==> config.mk <==
export PLATFORM = sky130hd
export DESIGN_NAME = hold_capture_reader
export DESIGN_NICKNAME = d
export VERILOG_FILES = /design/src/rtl/hold_capture_reader.sv
export SDC_FILE = /design/constraint.sdc
export NUM_CORES = 1
export LEC_CHECK = 0
export ABC_AREA = 1
export ABC_CLOCK_PERIOD_IN_PS = 2340
export BUFFER_PORTS_ARGS = -buffer_cell sky130_fd_sc_hd__buf_2
export CAP_MARGIN = 30
export CORE_MARGIN = 2
export CORE_UTILIZATION = 32
export DETAILED_ROUTE_END_ITERATION = 10
export HOLD_SLACK_MARGIN = 0.12
export SYNTH_ARGS = -nofsm -noshare
export SYNTH_HDL_FRONTEND = slang
export SYNTH_SLANG_ARGS = --single-unit
==> constraint.sdc <==
create_clock -name clock -period 2.34 [get_ports clock]
set_clock_uncertainty 0.1 [all_clocks]
set_input_delay 0.234 -clock clock [delete_from_list [all_inputs] [get_ports clock]]
set_output_delay 0.234 -clock clock [all_outputs]
set_load 0.02 [all_outputs]
==> src/rtl/hold_capture_reader.sv <==
// rtl/hold_capture_reader.sv - hold register with a capture queue drained by a ready/valid reader
//
// Purpose:
//   Every cycle with a nonzero capture enable b loads a into the hold register y.
//   The same capture is also pushed into a DEPTH-entry FIFO. A reader drains that FIFO
//   with a valid/ready handshake. A capture that finds the queue full, with no pop in the
//   same cycle, is dropped and sets a sticky overflow flag.
//
// Ports:
//   clock    in   single clock, rising edge
//   reset    in   synchronous, active-high
//   a        in   [WIDTH] capture data
//   b        in   [WIDTH] capture enable (capture when b != 0)
//   y        out  [WIDTH] last captured a
//   rd_valid out  queue head valid (count != 0)
//   rd_ready in   reader accepts head
//   rd_data  out  [WIDTH] queue head, 0 when empty
//   count    out  [$clog2(DEPTH)+1] queue occupancy
//   overflow out  sticky dropped-capture flag

module hold_capture_reader #(
  parameter int WIDTH = 8,
  parameter int DEPTH = 4
) (
  input  logic                   clock,
  input  logic                   reset,
  input  logic [WIDTH-1:0]       a,
  input  logic [WIDTH-1:0]       b,
  output logic [WIDTH-1:0]       y,
  output logic                   rd_valid,
  input  logic                   rd_ready,
  output logic [WIDTH-1:0]       rd_data,
  output logic [$clog2(DEPTH):0] count,
  output logic                   overflow
);

  localparam int AW = $clog2(DEPTH);
  localparam int CW = AW + 1;

  logic [WIDTH-1:0] mem_q [DEPTH];
  logic [AW-1:0]    wr_ptr_q, wr_ptr_d;
  logic [AW-1:0]    rd_ptr_q, rd_ptr_d;
  logic [CW-1:0]    count_q, count_d;
  logic [WIDTH-1:0] y_q, y_d;
  logic             ovf_q, ovf_d;

  logic cap;
  logic pop;
  logic full;
  logic push;

  assign cap  = (b != '0);
  assign pop  = rd_valid && rd_ready;
  assign full = (count_q == CW'(DEPTH));
  // A pop in the same cycle frees the slot the push needs, so a full queue still accepts.
  assign push = cap && (!full || pop);

  always_comb begin
    wr_ptr_d = wr_ptr_q;
    rd_ptr_d = rd_ptr_q;
    count_d  = count_q;
    y_d      = y_q;
    ovf_d    = ovf_q;

    if (cap) begin
      y_d = a;
    end
    if (cap && !push) begin
      ovf_d = 1'b1;
    end
    // Pointer width is exactly log2(DEPTH), so the increments wrap modulo DEPTH.
    if (push) begin
      wr_ptr_d = wr_ptr_q + AW'(1);
    end
    if (pop) begin
      rd_ptr_d = rd_ptr_q + AW'(1);
    end
    case ({push, pop})
      2'b10:   count_d = count_q + CW'(1);
      2'b01:   count_d = count_q - CW'(1);
      default: count_d = count_q;
    endcase
  end

  always_ff @(posedge clock) begin
    if (reset) begin
      wr_ptr_q <= '0;
      rd_ptr_q <= '0;
      count_q  <= '0;
      y_q      <= '0;
      ovf_q    <= 1'b0;
    end else begin
      wr_ptr_q <= wr_ptr_d;
      rd_ptr_q <= rd_ptr_d;
      count_q  <= count_d;
      y_q      <= y_d;
      ovf_q    <= ovf_d;
    end
  end

  // Storage needs no reset: entries are only visible through count, which reset clears.
  always_ff @(posedge clock) begin
    if (!reset && push) begin
      mem_q[wr_ptr_q] <= a;
    end
  end

  assign y        = y_q;
  assign count    = count_q;
  assign overflow = ovf_q;
  assign rd_valid = (count_q != '0);
  assign rd_data  = rd_valid ? mem_q[rd_ptr_q] : '0;

endmodule

==> results.sh, run 1 <==
export IMPL_status="complete, but fails checks"
export IMPL_violations="DRC"
export IMPL_yosysWarnings=0
export IMPL_fin_crit_sh_pct=86.78
export IMPL_maxCapViolations=0
export IMPL_post_cts_resized=0
export IMPL_reg2reg_depth=10
export IMPL_use_met3_pct=3.369
export IMPL_wirelength_um=4343
export IMPL_grt_util_met2_pct=21.52
export IMPL_end_kind="primary output"
export IMPL_cp_buffers_inverters=2
export IMPL_synthTopCellsByArea="edfxtp_1 (45%), dfxtp_1 (17%), nor2_1 (11%), o21ai_0 (6.8%), inv_1 (4.2%)"
export IMPL_final_antenna_net_count=0
export IMPL_drc=2
export IMPL_top_usage_layer="met2"
export IMPL_slew_headroom_pct=72.00
export IMPL_grt_pass1_wl_um=7272
export IMPL_grt_remaining_overflow=0
export IMPL_layout_setup_ws_ns=0.3093
export IMPL_num_rows=29
export IMPL_yosys_area_top_type="edfxtp_1"
export IMPL_place_port_buffers=39
export IMPL_ys_seq_area_share_pct=61.68
export IMPL_drive_above_1_share_pct=23.91
export IMPL_num_fill_cells=635
export IMPL_cp_cell_sequence="inv_1 -> nor2_1 -> o21ai_0 -> a21oi_1 -> buf_2"
export IMPL_finalMaxSlewViolations=0
export IMPL_track_usage_pct=12.69
export IMPL_finalSetupTns_ns=0
export IMPL_min_period_ns=2.031
export IMPL_synth_area_mm2=0.002142
export IMPL_reg2reg_to="count[2]"
export IMPL_grt_pass1_vias=1518
export IMPL_min_path_type="in2reg"
export IMPL_met1_usage_pct=16.23
export IMPL_whs_ns=0.2180
export IMPL_num_vias=1573
export IMPL_powerDensity_mw_per_mm2=827.2
export IMPL_fin_area_mm2=0.002629
export IMPL_power_total_w=0.002175
export IMPL_cp_data_required_time_ns=2.01
export IMPL_numCtsBuffers=5
export IMPL_syn_inst=219
export IMPL_die_area_mm2=0.007364
export IMPL_hold_violations=0
export IMPL_drt_vias_per_instance=4.456
export IMPL_synth_top_area_share_pct=44.86
export IMPL_rsz0062_at_grt="false"
export IMPL_clk_latency_ns=0.29
export IMPL_path_delay_family="flip-flops"
export IMPL_path_class="reg2out"
export IMPL_min_from="rd_ready"
export IMPL_die_w_um=85.82
export IMPL_start_util_pct=33.35
export IMPL_grt_max_degree=17
export IMPL_slowest_stage="dfxtp_1"
export IMPL_nets=299
export IMPL_crit_path_max_incr_delay_ns=0.57
export IMPL_drtIter0Drc=126
export IMPL_drt_wirelength_per_cell_um=12.30
export IMPL_setup_violations_final=0
export IMPL_holdPathStages=4
export IMPL_gp_congestion=0.7681
export IMPL_post_place_ws_ns=0.4956
export IMPL_area_growth_pct=22.72
export IMPL_ioPinCount=40
export IMPL_fmax_mhz=492.4
export IMPL_avgSynthCellArea_um2=9.781
export IMPL_antenna_cells=0
export IMPL_tightestPinTransition_ns=0.4194
export IMPL_arrival_ns=1.70
export IMPL_hold_end="rd_ptr_q[0]"
export IMPL_crit_fanout=9
export IMPL_syn_nets=243
export IMPL_ys_ff_latch=50
export IMPL_hpwl_um=3042
export IMPL_die_h_um=85.82
export IMPL_dr_pass1_iters=10
export IMPL_clockBufferDepth=2
export IMPL_place_area_mm2=0.002449
export IMPL_antenna_found_initial=0
export IMPL_cts_sinks=50
export IMPL_htree_levels=2
export IMPL_worstSetupStartpointType="flip-flop"
export IMPL_vdd_drop_max_mv=0.4717
export IMPL_cts_tree="built"
export IMPL_reg2reg_slack_ns=0.48
export IMPL_clockRootBuffer="clkbuf_8"
export IMPL_clk_pin_slew_worst_paths_ns=0.09
export IMPL_regToRegStartpoint="count[1]"
export IMPL_core_area_mm2=0.006422
export IMPL_p_leak_nw=1.121
export IMPL_synth_cell_types=26
[routing by layer]
metal	part of all wire, %	vias to the layer above
li1	-	829
met1	46	707
met2	48	33
met3	5.0	4
met4	0.97	0
met5	0	-
[cell usage after synthesis (all sizes together)]
master  count
nand2      12
nor2       66
dfxtp      18
inv        26
clkinv      1
o21ai      30
buf         6
edfxtp     32
fa          1
nand3       7
a21oi      14
ha          4
clkbuf      1
nand4       1
[power by group]
part	internal (W)	switching (W)
logic	0.000203	0.000411
registers	0.00102	0.0000521
clock network	0.000210	0.000281
[cells in the final DEF, fill, tap and decap left out, types with 3 or more instances in the layout]
cell            n
buf_4           8
clkbuf_8        5
inv_1          24
ha_1            4
nand2_2         3
nand2_1         8
dlygate4sd3_1   9
o21ai_0        29
nor2_1         64
nand3_1         4
buf_2          39
a21oi_1        14
dfxtp_1        18
edfxtp_1       32
[cells by family after synthesis]
group           share of synthesized area, %
compound gates                         10.28
fa+ha+maj                              3.271
buf+inv                                6.950
flops                                  61.68
simple gates                           17.82
[metrics by stage]
stage          util, %  std cells
4_1_cts          40.93        353
3_3_place_gp     38.13        336
6_report         40.93        353
3_5_place_dp     38.13        336
5_1_grt          40.93        353
2_1_floorplan        -        219
[tightest hold or removal path, stage by stage]
cell and delay [ns]:
buf_2 0.11, nand2_4 0.07, inv_4 0.09, a21oi_1 0.07
[worst max path at each step]
stage | from | to | slack, ns | cells past startpoint
after floorplan | count[2] | count[2] | 0.39 | 10
after global placement | b[1] | count[2] | 0.57 | 10
after detailed placement | count[1] | count[2] | 0.50 | 10
after CTS | flip-flop | rd_data[3] | 0.27 | 5
after global routing | flip-flop | rd_data[3] | 0.15 | 5
final | flip-flop | rd_data[3] | 0.31 | 5
[sequential cells by signal, summed over array words and instances, names as in the netlist, named ones only]
signal,count
mem_q,32
y,8
count,3
rd_ptr_q,2
wr_ptr_q,2
overflow,1
[layout make-up]
cell class | count | area (µm²) | area share (%)
Inverter | 27 | 103.9 | 3.951
Multi-Input combinational cell | 135 | 671.9 | 25.56
Tap cell | 77 | 96.34 | 3.665
Clock inverter | 3 | 21.27 | 0.8091
Clock buffer | 5 | 68.82 | 2.618
Sequential cell | 50 | 1321 | 50.26
Timing Repair Buffer | 56 | 345.3 | 13.14
[repair_timing]
| item | CTS | global route |
|---|---|---|
| endpoints found under the hold margin | 34 | 0 |
| hold buffers | 9 | 0 |
| buffers inserted | 0 | 0 |
(Power assumes the default switching activity.)
==> run 2: changes to the inputs <==
--- a/config.mk
+++ b/config.mk
@@ -6,7 +6,7 @@
 export NUM_CORES = 1
 export LEC_CHECK = 0
 export ABC_AREA = 1
-export ABC_CLOCK_PERIOD_IN_PS = 2340
+export ABC_CLOCK_PERIOD_IN_PS = 1850
 export BUFFER_PORTS_ARGS = -buffer_cell sky130_fd_sc_hd__buf_2
 export CAP_MARGIN = 30
 export CORE_MARGIN = 2
==> constraint.sdc (replaced) <==
create_clock -name clock -period 1.85 [get_ports clock]
set_clock_uncertainty 0.1 [all_clocks]
set_input_delay 0.185 -clock clock [delete_from_list [all_inputs] [get_ports clock]]
set_output_delay 0.185 -clock clock [all_outputs]
set_load 0.02 [all_outputs]
==> results.sh, run 2 (synthesis results as in run 1) <==
export IMPL_status="complete, but fails checks"
export IMPL_violations="DRC"
export IMPL_final_antenna_net_count=0
export IMPL_htree_levels=2
export IMPL_antenna_cells=0
export IMPL_drtIter0Drc=137
export IMPL_num_rows=29
export IMPL_grt_pass1_vias=1655
export IMPL_hpwl_um=3197
export IMPL_min_period_ns=1.824
export IMPL_p_leak_nw=1.158
export IMPL_grt_pass1_wl_um=7817
export IMPL_path_class="reg2out"
export IMPL_dp_cells=337
export IMPL_end_kind="primary output"
export IMPL_slew_headroom_pct=53.96
export IMPL_fin_crit_sh_pct=98.57
export IMPL_antenna_found_initial=0
export IMPL_drc=2
export IMPL_regMostFlops="mem_q"
export IMPL_clk_pin_slew_worst_paths_ns=0.09
export IMPL_arrival_ns=1.54
export IMPL_cts_sinks=50
export IMPL_layout_common_cells="nor2_1 (60), buf_2 (39), edfxtp_1 (32)"
export IMPL_post_place_ws_ns=-0.008504
export IMPL_track_usage_pct=13.67
export IMPL_nets=305
export IMPL_clockBufferDepth=2
export IMPL_reg2reg_to="count[2]"
export IMPL_area_growth_pct=26.75
export IMPL_critPathCapture="rd_data[7]"
export IMPL_cts_tree="built"
export IMPL_fin_area_mm2=0.002715
export IMPL_cp_data_required_time_ns=1.56
export IMPL_slowest_stage="dfxtp_2"
export IMPL_largest_reg_flops=32
export IMPL_fmax_mhz=548.4
export IMPL_reg2reg_depth=11
export IMPL_die_area_mm2=0.007364
export IMPL_clockRootBuffer="clkbuf_8"
export IMPL_grt_remaining_overflow=0
export IMPL_crit_path_start="count[0]"
export IMPL_layout_setup_ws_ns=0.02643
export IMPL_num_fill_cells=658
export IMPL_setup_violations_final=0
export IMPL_dr_pass1_iters=9
export IMPL_place_area_mm2=0.002477
export IMPL_cp_buffers_inverters=3
export IMPL_cp_cell_sequence="nor2_2 -> buf_4 -> nand2_4 -> clkinvlp_4 -> a21oi_1 -> buf_2"
export IMPL_place_port_buffers=39
export IMPL_grt_max_degree=17
export IMPL_path_delay_family="buffers and inverters"
export IMPL_drive_above_1_share_pct=29.18
export IMPL_die_h_um=85.82
export IMPL_ioPinCount=40
export IMPL_core_area_mm2=0.006422
export IMPL_wirelength_um=4801
export IMPL_clk_latency_ns=0.31
export IMPL_fin_cells=358
export IMPL_worstSetupStartpointType="flip-flop"
export IMPL_crit_path_max_incr_delay_ns=0.34
export IMPL_maxCapViolations=0
export IMPL_final_common_cell="nor2_1"
export IMPL_reg2reg_slack_ns=0.05
export IMPL_drt_vias_per_instance=4.595
export IMPL_gp_congestion=0.8794
export IMPL_rsz0062_at_grt="true"
export IMPL_finalMaxSlewViolations=0
export IMPL_cp_num_cells=6
export IMPL_die_w_um=85.82
export IMPL_powerDensity_mw_per_mm2=1073
export IMPL_drt_wirelength_per_cell_um=13.41
export IMPL_tightestPinTransition_ns=0.6881
export IMPL_min_path_type="in2reg"
export IMPL_start_util_pct=33.35
export IMPL_hold_violations=0
export IMPL_num_vias=1645
export IMPL_numCtsBuffers=5
export IMPL_regToRegStartpoint="count[0]"
export IMPL_crit_fanout=8
export IMPL_vdd_drop_max_mv=0.5764
==> run 2: cell types whose count changed in the layout (fill, tap and decap cells not counted), moves of 2 or more <==
cell	before	now
nor2_1	64	60
dfxtp_1	18	14
nand2_4	1	3
nor2_2	1	5
dfxtp_2	0	3
buf_4	8	13
inv_6	0	2
nand2_2	3	1
inv_1	24	22
==> run 2: cell type report <==
cell class | count | area (µm²) | area share (%)
sequential | 50 | 1329 | 48.94
multi-input combinational | 135 | 694.4 | 25.58
timing repair buffer | 62 | 402.9 | 14.84
inverter | 27 | 110.1 | 4.055
tap | 77 | 96.34 | 3.548
clock buffer | 5 | 68.82 | 2.535
clock inverter | 2 | 13.76 | 0.5069
==> run 2: metrics by stage <==
step / power [W] / util [%] / setup TNS [ns] / hold slack (ns)
6_report: 0.002915 / 42.28 / 0 / 0.2313
5_1_grt: 0.003070 / 42.28 / -0.1834 / 0.2643
3_3_place_gp: 0.002201 / 38.57 / 0 / 0.2604
4_1_cts: 0.002857 / 41.32 / 0 / 0.2177
3_5_place_dp: 0.002213 / 38.57 / -0.008504 / 0.2703
2_1_floorplan: 0.001901 / - / 0 / 0.1574
==> run 2: layer usage <==
| layer | global-route usage [%] | wire (µm) | up-vias | part of all wire [%] |
|---|---|---|---|---|
| met5 | 0 | 0 | - | 0 |
| met4 | 6.638 | 113 | 0 | 2.4 |
| met3 | 2.406 | 229 | 9 | 4.8 |
| met2 | 22.30 | 2223 | 47 | 46 |
| met1 | 17.60 | 2235 | 751 | 47 |
| li1 | - | - | 838 | - |
==> run 2: power by group <==
| part | switching, W | internal (W) |
|---|---|---|
| clock | 0.000377 | 0.000262 |
| sequential | 0.0000607 | 0.00129 |
| combinational | 0.000581 | 0.000339 |
| total | 0.00102 | 0.00190 |
==> run 2: timing repair <==
action,CTS,global route
hold buffers,9,0
resized for setup,2,9
pin swaps,0,5
buffers inserted,0,5
endpoints found under the hold margin,41,0
endpoints found under the setup margin,9,34
==> run 2: how the worst min path moves through the flow <==
stage | end | slack, ns | cells after the start | from
floorplan | overflow | 0.16 | 1 | reset
global route | count[2] | 0.26 | 5 | reset
global placement | overflow | 0.26 | 2 | reset
detailed placement | overflow | 0.27 | 2 | reset
CTS | flip-flop | 0.22 | 5 | rd_ready
finish | count[2] | 0.23 | 5 | reset
==> run 2: tightest hold or removal path: cells and delay by family <==
family / cells / cell delay, ns
buffers and inverters: 3 / 0.32
AND/OR/NAND/NOR: 2 / 0.11
